File: src/rtl/deser_tp_probe_pkg.sv
// Shared encodings for the deser test-point probe.
// Mode values and reconfiguration blanking length.
package deser_tp_pkg;

  typedef enum logic [1:0] {
    TP_DIRECT  = 2'd0,
    TP_STRETCH = 2'd1,
    TP_TOGGLE  = 2'd2,
    TP_STICKY  = 2'd3
  } tp_mode_e;

  localparam int BLANK_CYCLES = 3;

endpackage

File: src/rtl/deser_tp_probe_if.sv
// Probe bus: selects, modes, clears, test points
// and the conditioned outputs with event counts.
interface deser_tp_probe_if
  import deser_tp_pkg::*;
#(
  parameter int NCH  = 4,
  parameter int NBIT = 13,
  parameter int NOUT = 2,
  parameter int CHW  = 2,
  parameter int BITW = 4,
  parameter int CNTW = 16
);

  logic [NOUT*(CHW+BITW)-1:0] sel;
  logic [NOUT*2-1:0]          mode;
  logic [NOUT-1:0]            clr;
  logic [NCH*NBIT-1:0]        tp;
  logic [NOUT-1:0]            tp_out;
  logic [NOUT*CNTW-1:0]       evt_cnt;

  modport master (
    output sel, mode, clr, tp,
    input  tp_out, evt_cnt
  );

  modport slave (
    input  sel, mode, clr, tp,
    output tp_out, evt_cnt
  );

endinterface

File: src/rtl/deser_tp_probe_channel.sv
// One probe output: bit/channel select pipeline,
// edge detect, conditioning, blanking, event counter.
module tp_probe_channel
  import deser_tp_pkg::*;
#(
  parameter int NCH     = 4,
  parameter int NBIT    = 13,
  parameter int CHW     = 2,
  parameter int BITW    = 4,
  parameter int STRETCH = 8,
  parameter int CNTW    = 16
) (
  input  logic                clk,
  input  logic                reset,
  input  logic [CHW+BITW-1:0] sel,
  input  logic [1:0]          mode,
  input  logic                clr,
  input  logic [NCH*NBIT-1:0] tp,
  output logic                tp_out,
  output logic [CNTW-1:0]     evt_cnt
);

  localparam int SW   = $clog2(STRETCH + 1);
  localparam int CFGW = CHW + BITW + 2;
  localparam logic [SW-1:0] SLOAD = SW'(STRETCH);
  localparam logic [1:0] BLOAD = 2'(BLANK_CYCLES - 1);

  logic [CHW-1:0]  chan;
  logic [BITW-1:0] bsel;
  logic [NCH-1:0]  s1, s1_d;
  logic [(1<<CHW)-1:0] s1x;
  logic            s2, s2_d, s2_prev;
  logic [CFGW-1:0] cfg, cfg_prev;
  logic [1:0]      blank, blank_d;
  logic            chg, blanking, rise;
  logic [SW-1:0]   scnt, scnt_d;
  logic            tog, tog_d;
  logic            stk, stk_d;
  logic            out_d;
  logic [CNTW-1:0] evt_d;

  assign chan = sel[BITW +: CHW];
  assign bsel = sel[BITW-1:0];

  // Zero-padded rows make out-of-range indices read 0.
  for (genvar c = 0; c < NCH; c++) begin : g_s1
    logic [(1<<BITW)-1:0] row;
    always_comb begin
      row = '0;
      row[NBIT-1:0] = tp[c*NBIT +: NBIT];
    end
    assign s1_d[c] = row[bsel];
  end

  always_comb begin
    s1x = '0;
    s1x[NCH-1:0] = s1;
  end

  assign s2_d     = s1x[chan];
  assign cfg      = {sel, mode};
  assign chg      = cfg != cfg_prev;
  assign blanking = chg | (blank != 2'd0);
  assign rise     = s2 & ~s2_prev & ~blanking;

  always_comb begin
    blank_d = blank;
    scnt_d  = '0;
    tog_d   = 1'b0;
    stk_d   = 1'b0;
    evt_d   = '0;
    out_d   = 1'b0;
    if (chg) begin
      blank_d = BLOAD;
    end else if (blank != 2'd0) begin
      blank_d = blank - 1'b1;
    end
    if (!blanking) begin
      if (rise) begin
        scnt_d = SLOAD;
      end else if (scnt != '0) begin
        scnt_d = scnt - 1'b1;
      end
      tog_d = tog ^ rise;
      stk_d = ~clr & (stk | rise);
      evt_d = evt_cnt;
      if (clr) begin
        evt_d = '0;
      end else if (rise && !(&evt_cnt)) begin
        evt_d = evt_cnt + 1'b1;
      end
      unique case (1'b1)
        (mode == TP_DIRECT):  out_d = s2;
        (mode == TP_STRETCH): out_d = scnt_d != '0;
        (mode == TP_TOGGLE):  out_d = tog_d;
        (mode == TP_STICKY):  out_d = stk_d;
      endcase
    end
  end

  // cfg history follows sel/mode through reset too,
  // so configuration held across release is not a change.
  always_ff @(posedge clk) begin
    cfg_prev <= cfg;
    if (!reset) begin
      s1      <= '0;
      s2      <= 1'b0;
      s2_prev <= 1'b0;
      blank   <= 2'd0;
      scnt    <= '0;
      tog     <= 1'b0;
      stk     <= 1'b0;
      tp_out  <= 1'b0;
      evt_cnt <= '0;
    end else begin
      s1      <= s1_d;
      s2      <= s2_d;
      s2_prev <= chg ? 1'b0 : s2;
      blank   <= blank_d;
      scnt    <= scnt_d;
      tog     <= tog_d;
      stk     <= stk_d;
      tp_out  <= out_d;
      evt_cnt <= evt_d;
    end
  end

endmodule

File: src/rtl/deser_tp_probe.sv
// Test-point probe mux: NOUT independent conditioned
// probes, each picking one bit of NCH channel buses.
module deser_tp_probe
  import deser_tp_pkg::*;
#(
  parameter int NCH     = 4,
  parameter int NBIT    = 13,
  parameter int NOUT    = 2,
  parameter int CHW     = 2,
  parameter int BITW    = 4,
  parameter int STRETCH = 8,
  parameter int CNTW    = 16
) (
  input logic         clk,
  input logic         reset,
  deser_tp_probe_if.slave bus
);

  localparam int SELW = CHW + BITW;

  logic [NOUT-1:0]      q;
  logic [NOUT*CNTW-1:0] cnt;

  for (genvar o = 0; o < NOUT; o++) begin : g_out
    tp_probe_channel #(
      .NCH(NCH), .NBIT(NBIT), .CHW(CHW),
      .BITW(BITW), .STRETCH(STRETCH), .CNTW(CNTW)
    ) u_chan (
      .clk(clk),
      .reset(reset),
      .sel(bus.sel[o*SELW +: SELW]),
      .mode(bus.mode[o*2 +: 2]),
      .clr(bus.clr[o]),
      .tp(bus.tp),
      .tp_out(q[o]),
      .evt_cnt(cnt[o*CNTW +: CNTW])
    );
  end

  assign bus.tp_out  = q;
  assign bus.evt_cnt = cnt;

endmodule

File: src/flat_wrapper.sv
// flat-port wrapper written by rule: the top's interface ports become plain ports
module deser_tp_probe_flat import deser_tp_pkg::*;
#(
  parameter int NCH     = 4,
  parameter int NBIT    = 13,
  parameter int NOUT    = 2,
  parameter int CHW     = 2,
  parameter int BITW    = 4,
  parameter int STRETCH = 8,
  parameter int CNTW    = 16
)
  (clk, reset, bus_sel, bus_mode, bus_clr, bus_tp, bus_tp_out, bus_evt_cnt);
  deser_tp_probe_if #(.NCH(NCH), .NBIT(NBIT), .NOUT(NOUT), .CHW(CHW), .BITW(BITW), .CNTW(CNTW)) bus_i ();
  input logic clk;
  input logic reset;
  input wire logic [$bits(bus_i.sel)-1:0] bus_sel;
  input wire logic [$bits(bus_i.mode)-1:0] bus_mode;
  input wire logic [$bits(bus_i.clr)-1:0] bus_clr;
  input wire logic [$bits(bus_i.tp)-1:0] bus_tp;
  output wire logic [$bits(bus_i.tp_out)-1:0] bus_tp_out;
  output wire logic [$bits(bus_i.evt_cnt)-1:0] bus_evt_cnt;
  assign bus_i.sel = bus_sel;
  assign bus_i.mode = bus_mode;
  assign bus_i.clr = bus_clr;
  assign bus_i.tp = bus_tp;
  assign bus_tp_out = bus_i.tp_out;
  assign bus_evt_cnt = bus_i.evt_cnt;
  deser_tp_probe #(.NCH(NCH), .NBIT(NBIT), .NOUT(NOUT), .CHW(CHW), .BITW(BITW), .STRETCH(STRETCH), .CNTW(CNTW)) u_core (.clk(clk), .reset(reset), .bus(bus_i));
endmodule
File: config.mk
export PLATFORM = sky130hd
export DESIGN_NAME = deser_tp_probe_flat
export DESIGN_NICKNAME = d
export VERILOG_FILES = /design/src/rtl/deser_tp_probe_pkg.sv /design/src/rtl/deser_tp_probe_if.sv /design/src/rtl/deser_tp_probe_channel.sv /design/src/rtl/deser_tp_probe.sv /design/src/flat_wrapper.sv
export SDC_FILE = /design/constraint.sdc
export NUM_CORES = 1
export LEC_CHECK = 0
export CAP_MARGIN = 40
export CORE_MARGIN = 2
export CORE_UTILIZATION = 35
export CTS_BUF_LIST = sky130_fd_sc_hd__clkbuf_4 sky130_fd_sc_hd__clkbuf_8
export CTS_CLUSTER_SIZE = 20
export DETAILED_ROUTE_END_ITERATION = 16
export HOLD_SLACK_MARGIN = 0.05
export PLACE_DENSITY_LB_ADDON = 0.05
export RECOVER_POWER = 25
export SYNTH_ARGS = -nofsm -noshare
export SYNTH_HDL_FRONTEND = slang
export SYNTH_HIERARCHICAL = 1
export SYNTH_SLANG_ARGS = --single-unit
File: constraint.sdc
create_clock -name clk -period 3.15 [get_ports clk]
set_input_delay 0.7875 -clock clk [delete_from_list [all_inputs] [get_ports clk]]
set_output_delay 0.7875 -clock clk [all_outputs]
set_load 0.01 [all_outputs]
==> flow_summary.yaml, run 1 <==
finish:
  mostFrequentLayoutCells: "88 x clkdlybuf4s50_1, 78 x dfxtp_1, 38 x a21oi_1"
  utilization_pct: 48.7
  drive_above_1_share_pct: 16.5
  syn_to_final_growth_pct: 35.6
  fillCellCount: 1135
  final_area_sq_um: 5850
  final_net_count: 612
  mostFrequentLayoutCell: "clkdlybuf4s50_1"
  final_cells: 689
hold_path:
  min_to: "u_core/g_out[1].u_chan/stk"
  holdCritStartpoint: "u_core/g_out[1].u_chan/stk"
  hold_path.class: "reg -> reg"
  hold_depth: 2
pwr:
  ir_drop_mv: 0.146
  power_density_nw_per_um2: 367
  leakagePower_uw: 0.00196
worst_setup_path:
  r2r_setup_slack_ns: 1.02
  crit_required_ns: 3.43
  rr_endpoint: "u_core/g_out[0].u_chan/evt_cnt[1]"
  endpoint_kind: "flip-flop"
  crit_type: "in -> reg"
  arrival_ns: 3.10
  reg2reg_depth: 6
  cp_max_fo: 9
  r2r_start: "u_core/g_out[0].u_chan/evt_cnt[4]"
  start_kind: "primary input"
floorplan:
  ios: 106
  rows: 40
  die_x_microns: 115
  dieArea_sq_um: 13200
  initial_core_util_pct: 35.9
  fp.dieH_microns: 115
  core_area_sq_um: 12000
global_routing:
  grt_pass1_vias: 3729
  grt_overflow: 0
  groute.usage.overall_pct: 16.8
  grt_pass1_wl_microns: 17700
  grt_max_degree: 18
  antenna_found_initial: 1
cts:
  cts_resized: 0
  h-tree-depth: 3
  clk_pin_slew_ns: 0.08
  cts_made_buffers: 9
  cts_hold_buffers: 0
  cts.path.max_buffers: 2
  cts_tree: "yes"
  clk_latency_ns: 0.35
  clock_sinks: 78
  postCtsSetupBuffers: 0
  clock-root-buffer: "clkbuf_8"
yosys:
  syn_avg_cell_area_sq_um: 10.6
  ys.flop_type: "dfxtp_1"
  synth_top_area_share_pct: 36.2
  synthArstFlopShare_pct: 0
  syn-num-nets: 484
  synth_edf_count: 0
  netlist_area_sq_um: 4310
  yosys.area.top_type: "dfxtp_1"
  synth_cell_types: 45
  synth_area_leaders: "dfxtp_1 36%, mux4_2 16%, a21oi_1 4.4%, o31ai_1 4.2%, and2_1 3.2%"
  synth_seq_cells: 78
  synth-warning-count: 6
  synth_sequential_area_ratio_pct: 36.2
  syn_inst: 408
timing:
  skew_ns: 0.00800
  setup_viol: 0
  fin_ws_ns: 0.335
  fmax_mhz: 355
  fin_crit_sh_pct: 89.4
  min_period_ns: 2.81
  rsz0062_at_grt: "no"
  hold_violations: 0
  slew-limit-headroom_pct: 46.2
  slew_viol_final: 0
  fin_setup_tns_ns: 0
  tightest_slew_ns: 0.807
detailed_routing:
  drt-total-wl_microns: 10500
  drtIter0Drc: 128
  ant_nets: 0
  drc_errors: 0
  drtPass1Iterations: 4
  via_per_inst: 5.30
  wire_per_inst_microns: 15.2
  via_count: 3650
placed_design:
  place_area_sq_um: 5640
  place_worst_setup_slack_ns: 0.101
  dp_cells: 672
  place.gp.congestion: 0.749
  io_buffer_count: 105
  dp_hpwl_microns: 8260
flow_run:
  drv_cap: 0
run_status:
  status: "finished, final reports clean"
[layer usage]
layer	wire (microns)	GRT usage (%)	vias to the layer above
met1	4830	22.0	1704
met2	4860	27.1	94
met3	616	3.90	13
met4	160	6.18	0
li1	-	-	1839
met5	0	0	-
[per-stage QoR]
step / power, uW / hold WS [ns]
after floorplan: 1190 / 0.432
after global placement: 1340 / 0.450
after detailed placement: 1340 / 0.450
after CTS: 2180 / 0.460
after global routing: 2240 / 0.502
final: 2140 / 0.460
[synthesized netlist by cell type, types with 6 or more instances]
library cell	n
or3_1	14
nor2_1	16
and2_1	22
and3_1	8
xor2_1	14
nand2_1	20
o31ai_1	24
nor2b_1	6
buf_2	8
inv_1	14
nand3_1	14
nor3_1	10
nand4_1	6
or4_1	12
dfxtp_1	78
mux4_2	30
buf_6	6
a21oi_1	38
[worst max-delay path by stage]
stage,startpoint,end
after floorplan,bus_sel[0],u_core/g_out[0].u_chan/evt_cnt[4]
after global placement,bus_sel[6],u_core/g_out[1].u_chan/s1[0]
after detailed placement,bus_sel[6],u_core/g_out[1].u_chan/evt_cnt[8]
after CTS,bus_sel[6],u_core/g_out[1].u_chan/evt_cnt[8]
after global routing,bus_mode[3],u_core/g_out[1].u_chan/evt_cnt[8]
final,bus_mode[3],u_core/g_out[1].u_chan/evt_cnt[8]
[power breakdown]
group          switching, uW  total, uW  internal [uW]
Combinational            104        289            185
Clock                    371        836            465
Sequential              9.92       1020           1010
Total                    485       2140           1660
[layout make-up]
cell class | instances | area (sq um) | share of cell area [%]
diodes | 1 | 2.50 | 0.0428
flip-flops and latches | 78 | 1560 | 26.7
inverters | 14 | 52.6 | 0.899
repair buffers | 133 | 1240 | 21.2
multi-input cells | 300 | 2580 | 44.2
clock inverters | 6 | 85.1 | 1.45
well taps | 147 | 184 | 3.15
clock buffers | 10 | 138 | 2.35
[worst max-delay path: stages]
cell and delay [ns]:
dlygate4sd3_1 0.59, xor2_1 0.19, nor4_4 0.48, nand4_2 0.33, buf_4 0.25, or3_1 0.34
a21oi_1 0.13
[registers in the layout, summed over array words and instances (netlist names)]
signal	cells
u_core/g_out.u_chan/stk	2
u_core/g_out.u_chan/s1	8
u_core/g_out.u_chan/scnt	8
u_core/g_out.u_chan/blank	4
u_core/g_out.u_chan/evt_cnt	32
u_core/g_out.u_chan/tog	2
u_core/g_out.u_chan/s2	2
u_core/g_out.u_chan/s2_prev	2
u_core/g_out.u_chan/tp_out	2
u_core/g_out.u_chan/cfg_prev	16
[kinds of logic after synthesis]
family                     share of synthesized area, %
AOI/OAI and AO/OA                                  12.0
xor gates and xnor gates                           4.00
adders and majority gates                          1.16
buffers and inverters                              3.89
DFF                                                36.2
muxes                                              18.1
and+or+nand+nor                                    24.6
Power figures use the tool's default switching activity.
==> run 2, diff against run 1 <==
PLACE_DENSITY_LB_ADDON = 0.25   (was 0.05)
SYNTH_HIERARCHICAL = not set   (was 1)
==> run 2 against run 1 <==
Against the previous run:
- critical path depth is 2 lower
- worst setup slack gained 0.11 ns
- hold slack improved by 0.014 ns
- largest cell class unchanged
==> flow_summary.yaml, run 2 <==
run_status:
  status: "finished, final reports clean"
finish:
  mostFrequentLayoutCells: "91 x clkdlybuf4s50_1, 78 x dfxtp_1, 34 x a21oi_1"
  syn_to_final_growth_pct: 33.5
  mostFrequentLayoutCell: "clkdlybuf4s50_1"
  final_cells: 675
  top_register: "u_core.g_out.u_chan.evt_cnt"
  top_regs: "u_core.g_out.u_chan.evt_cnt (32), u_core.g_out.u_chan.cfg_prev (16)"
  final_net_count: 598
  largest_reg_flops: 32
  drive_above_1_share_pct: 13.1
floorplan:
  core_area_sq_um: 11900
  fp.dieH_microns: 114
  initial_core_util_pct: 35.5
  ios: 106
  die_x_microns: 114
  rows: 40
  dieArea_sq_um: 13000
worst_setup_path:
  rr_endpoint: "u_core.g_out[1].u_chan.evt_cnt[7]"
  start_kind: "primary input"
  arrival_ns: 2.94
  r2r_start: "u_core.g_out[1].u_chan.evt_cnt[0]"
  r2r_setup_slack_ns: 0.80
  endpoint_kind: "flip-flop"
  cp_max_fo: 14
  reg2reg_depth: 6
  crit_chain: "clkdlybuf4s50_1, clkbuf_1, mux4_2, mux4_2, and2_1"
  critPathSlowestCell: "clkbuf_1"
  crit_type: "in -> reg"
  crit_top_cell: "mux4_2"
  crit_required_ns: 3.39
  critPathMaxStageDelay_ns: 0.59
detailed_routing:
  via_per_inst: 5.47
  drtPass1Iterations: 4
  drt-total-wl_microns: 10000
  drtIter0Drc: 174
  ant_nets: 0
  via_count: 3695
  drc_errors: 0
  wire_per_inst_microns: 14.8
pwr:
  power_density_nw_per_um2: 353
  p_clk_share_pct: 34.7
  leakagePower_uw: 0.00181
  p_comb_share_pct: 14.2
  ir_drop_mv: 0.147
  p_int_uw: 1550
  switchingPower_uw: 447
  switching_share_pct: 22.4
  share_seq_of_total_power_pct: 51.2
timing:
  fin_crit_sh_pct: 85.9
  rsz0062_at_grt: "no"
  skew_ns: 0.00924
  setup_viol: 0
  hold_violations: 0
  slew_viol_final: 0
  slew-limit-headroom_pct: 48.7
  min_period_ns: 2.70
  tightest_slew_ns: 0.764
  fmax_mhz: 370
  fin_setup_tns_ns: 0
cts:
  clock-root-buffer: "clkbuf_8"
  h-tree-depth: 3
  clock_sinks: 78
  cts_resized: 0
  cts.path.max_buffers: 2
  cts_made_buffers: 9
  postCtsSetupBuffers: 0
  cts_tree: "yes"
  clk_pin_slew_ns: 0.07
  clk_latency_ns: 0.35
  cts_hold_buffers: 0
yosys:
  synth_seq_cells: 78
  synth_top_area_share_pct: 36.9
  synth_edf_count: 0
  ys.flop_type: "dfxtp_1"
  netlist_area_sq_um: 4230
  synth-warning-count: 0
  synth_cell_types: 51
  syn-num-nets: 487
  synth_area_leaders: "dfxtp_1 37%, mux4_2 18%, a21oi_1 4.0%, or4_1 3.9%, o31ai_1 3.7%"
  synth_sequential_area_ratio_pct: 36.9
  synthArstFlopShare_pct: 0
  syn_inst: 411
  synth_most_common_cell: "dfxtp_1"
  yosys.area.top_type: "dfxtp_1"
  syn_avg_cell_area_sq_um: 10.3
  synth_common_cells: "78 x dfxtp_1, 34 x a21oi_1, 33 x mux4_2, 22 x or4_1"
global_routing:
  antenna_found_initial: 2
  grt_pass1_wl_microns: 16700
  grt_overflow: 0
  grt_pass1_vias: 3559
  grt_max_degree: 27
  groute.usage.overall_pct: 15.8
hold_path:
  holdCritStartpoint: "u_core.g_out[1].u_chan.scnt[0]"
  hold_depth: 1
  min_to: "u_core.g_out[1].u_chan.scnt[0]"
  hold_path.class: "reg -> reg"
placed_design:
  dp_hpwl_microns: 7860
  dp_cells: 658
  io_buffer_count: 105
  place.gp.congestion: 0.728
flow_run:
  drv_cap: 0
==> run 2: changes by cell type in the layout (fill, tap and decap cells not counted), moves of 4 or more <==
cell | previous run | this run
o21ai_0 | 4 | 11
xnor2_1 | 2 | 10
nand4_2 | 4 | 0
inv_1 | 14 | 10
or3_1 | 14 | 8
nand4_1 | 6 | 14
xor2_1 | 14 | 7
a21oi_1 | 38 | 34
or4_1 | 12 | 22
nor2_1 | 16 | 21
buf_4 | 23 | 10
nor3_1 | 10 | 14
==> run 2: metal layers <==
metal  global-route usage [%]  vias to the layer above  routed length, microns
met5                        0                        -                       0
met3                     4.25                       12                     636
met1                     20.0                     1749                    4460
li1                         -                     1823                       -
met2                     26.7                      111                    4790
met4                     4.80                        0                     131
==> run 2: critical path: cells and delay by family <==
family | cells | cell delay [ns]
mux | 2 | 0.90
simple gates | 1 | 0.17
buf+inv | 2 | 1.08
==> run 2: layout make-up <==
cell class	instances	area [sq um]
diodes	2	5.00
inverters	10	37.5
clock inverters	1	5.00
fillers	1116	6270
repair buffers	122	1170
well taps	147	184
clock buffers	14	174
multi-input cells	301	2510
flip-flops and latches	78	1560
==> run 2: worst max path at each step <==
stage,startpoint,endpoint,slack [ns]
2_1_floorplan,bus_sel[0],u_core.g_out[0].u_chan.s1[0],0.68
3_3_place_gp,bus_sel[6],u_core.g_out[1].u_chan.s1[3],0.23
3_5_place_dp,bus_sel[6],u_core.g_out[1].u_chan.s1[3],0.20
4_1_cts,bus_sel[6],u_core.g_out[1].u_chan.s1[3],0.57
5_1_grt,bus_mode[2],u_core.g_out[1].u_chan.evt_cnt[2],0.32
6_report,bus_sel[7],u_core.g_out[1].u_chan.s1[3],0.45
==> run 2: metrics by stage <==
stage	util, %	hold slack [ns]	setup slack [ns]	total power, uW	area, sq um
after floorplan	-	0.437	0.682	1190	4230
after global placement	46.0	0.453	0.230	1330	5480
after detailed placement	46.0	0.466	0.198	1330	5480
after CTS	47.5	0.479	0.567	2030	5660
after global routing	47.4	0.497	0.325	2090	5640
final	47.4	0.474	0.446	1990	5640
==> run 2: kinds of logic after synthesis <==
logic type	synth area share (%)
buffers and inverters	3.73
flip-flops	36.9
AO/OA/AOI/OAI	12.2
AND/OR/NAND/NOR	23.4
XOR/XNOR	3.91
multiplexers	18.7
adder cells (fa/ha/maj)	1.18
==> run 2: power by group through the flow <==
| stage | logic, uW | registers, uW | clock network, uW |
|---|---|---|---|
| 2_1_floorplan | 150 | 1040 | 0 |
| 3_3_place_gp | 286 | 1040 | 0 |
| 3_5_place_dp | 291 | 1040 | 0 |
| 4_1_cts | 291 | 1020 | 714 |
| 5_1_grt | 303 | 1020 | 762 |
| 6_report | 282 | 1020 | 691 |
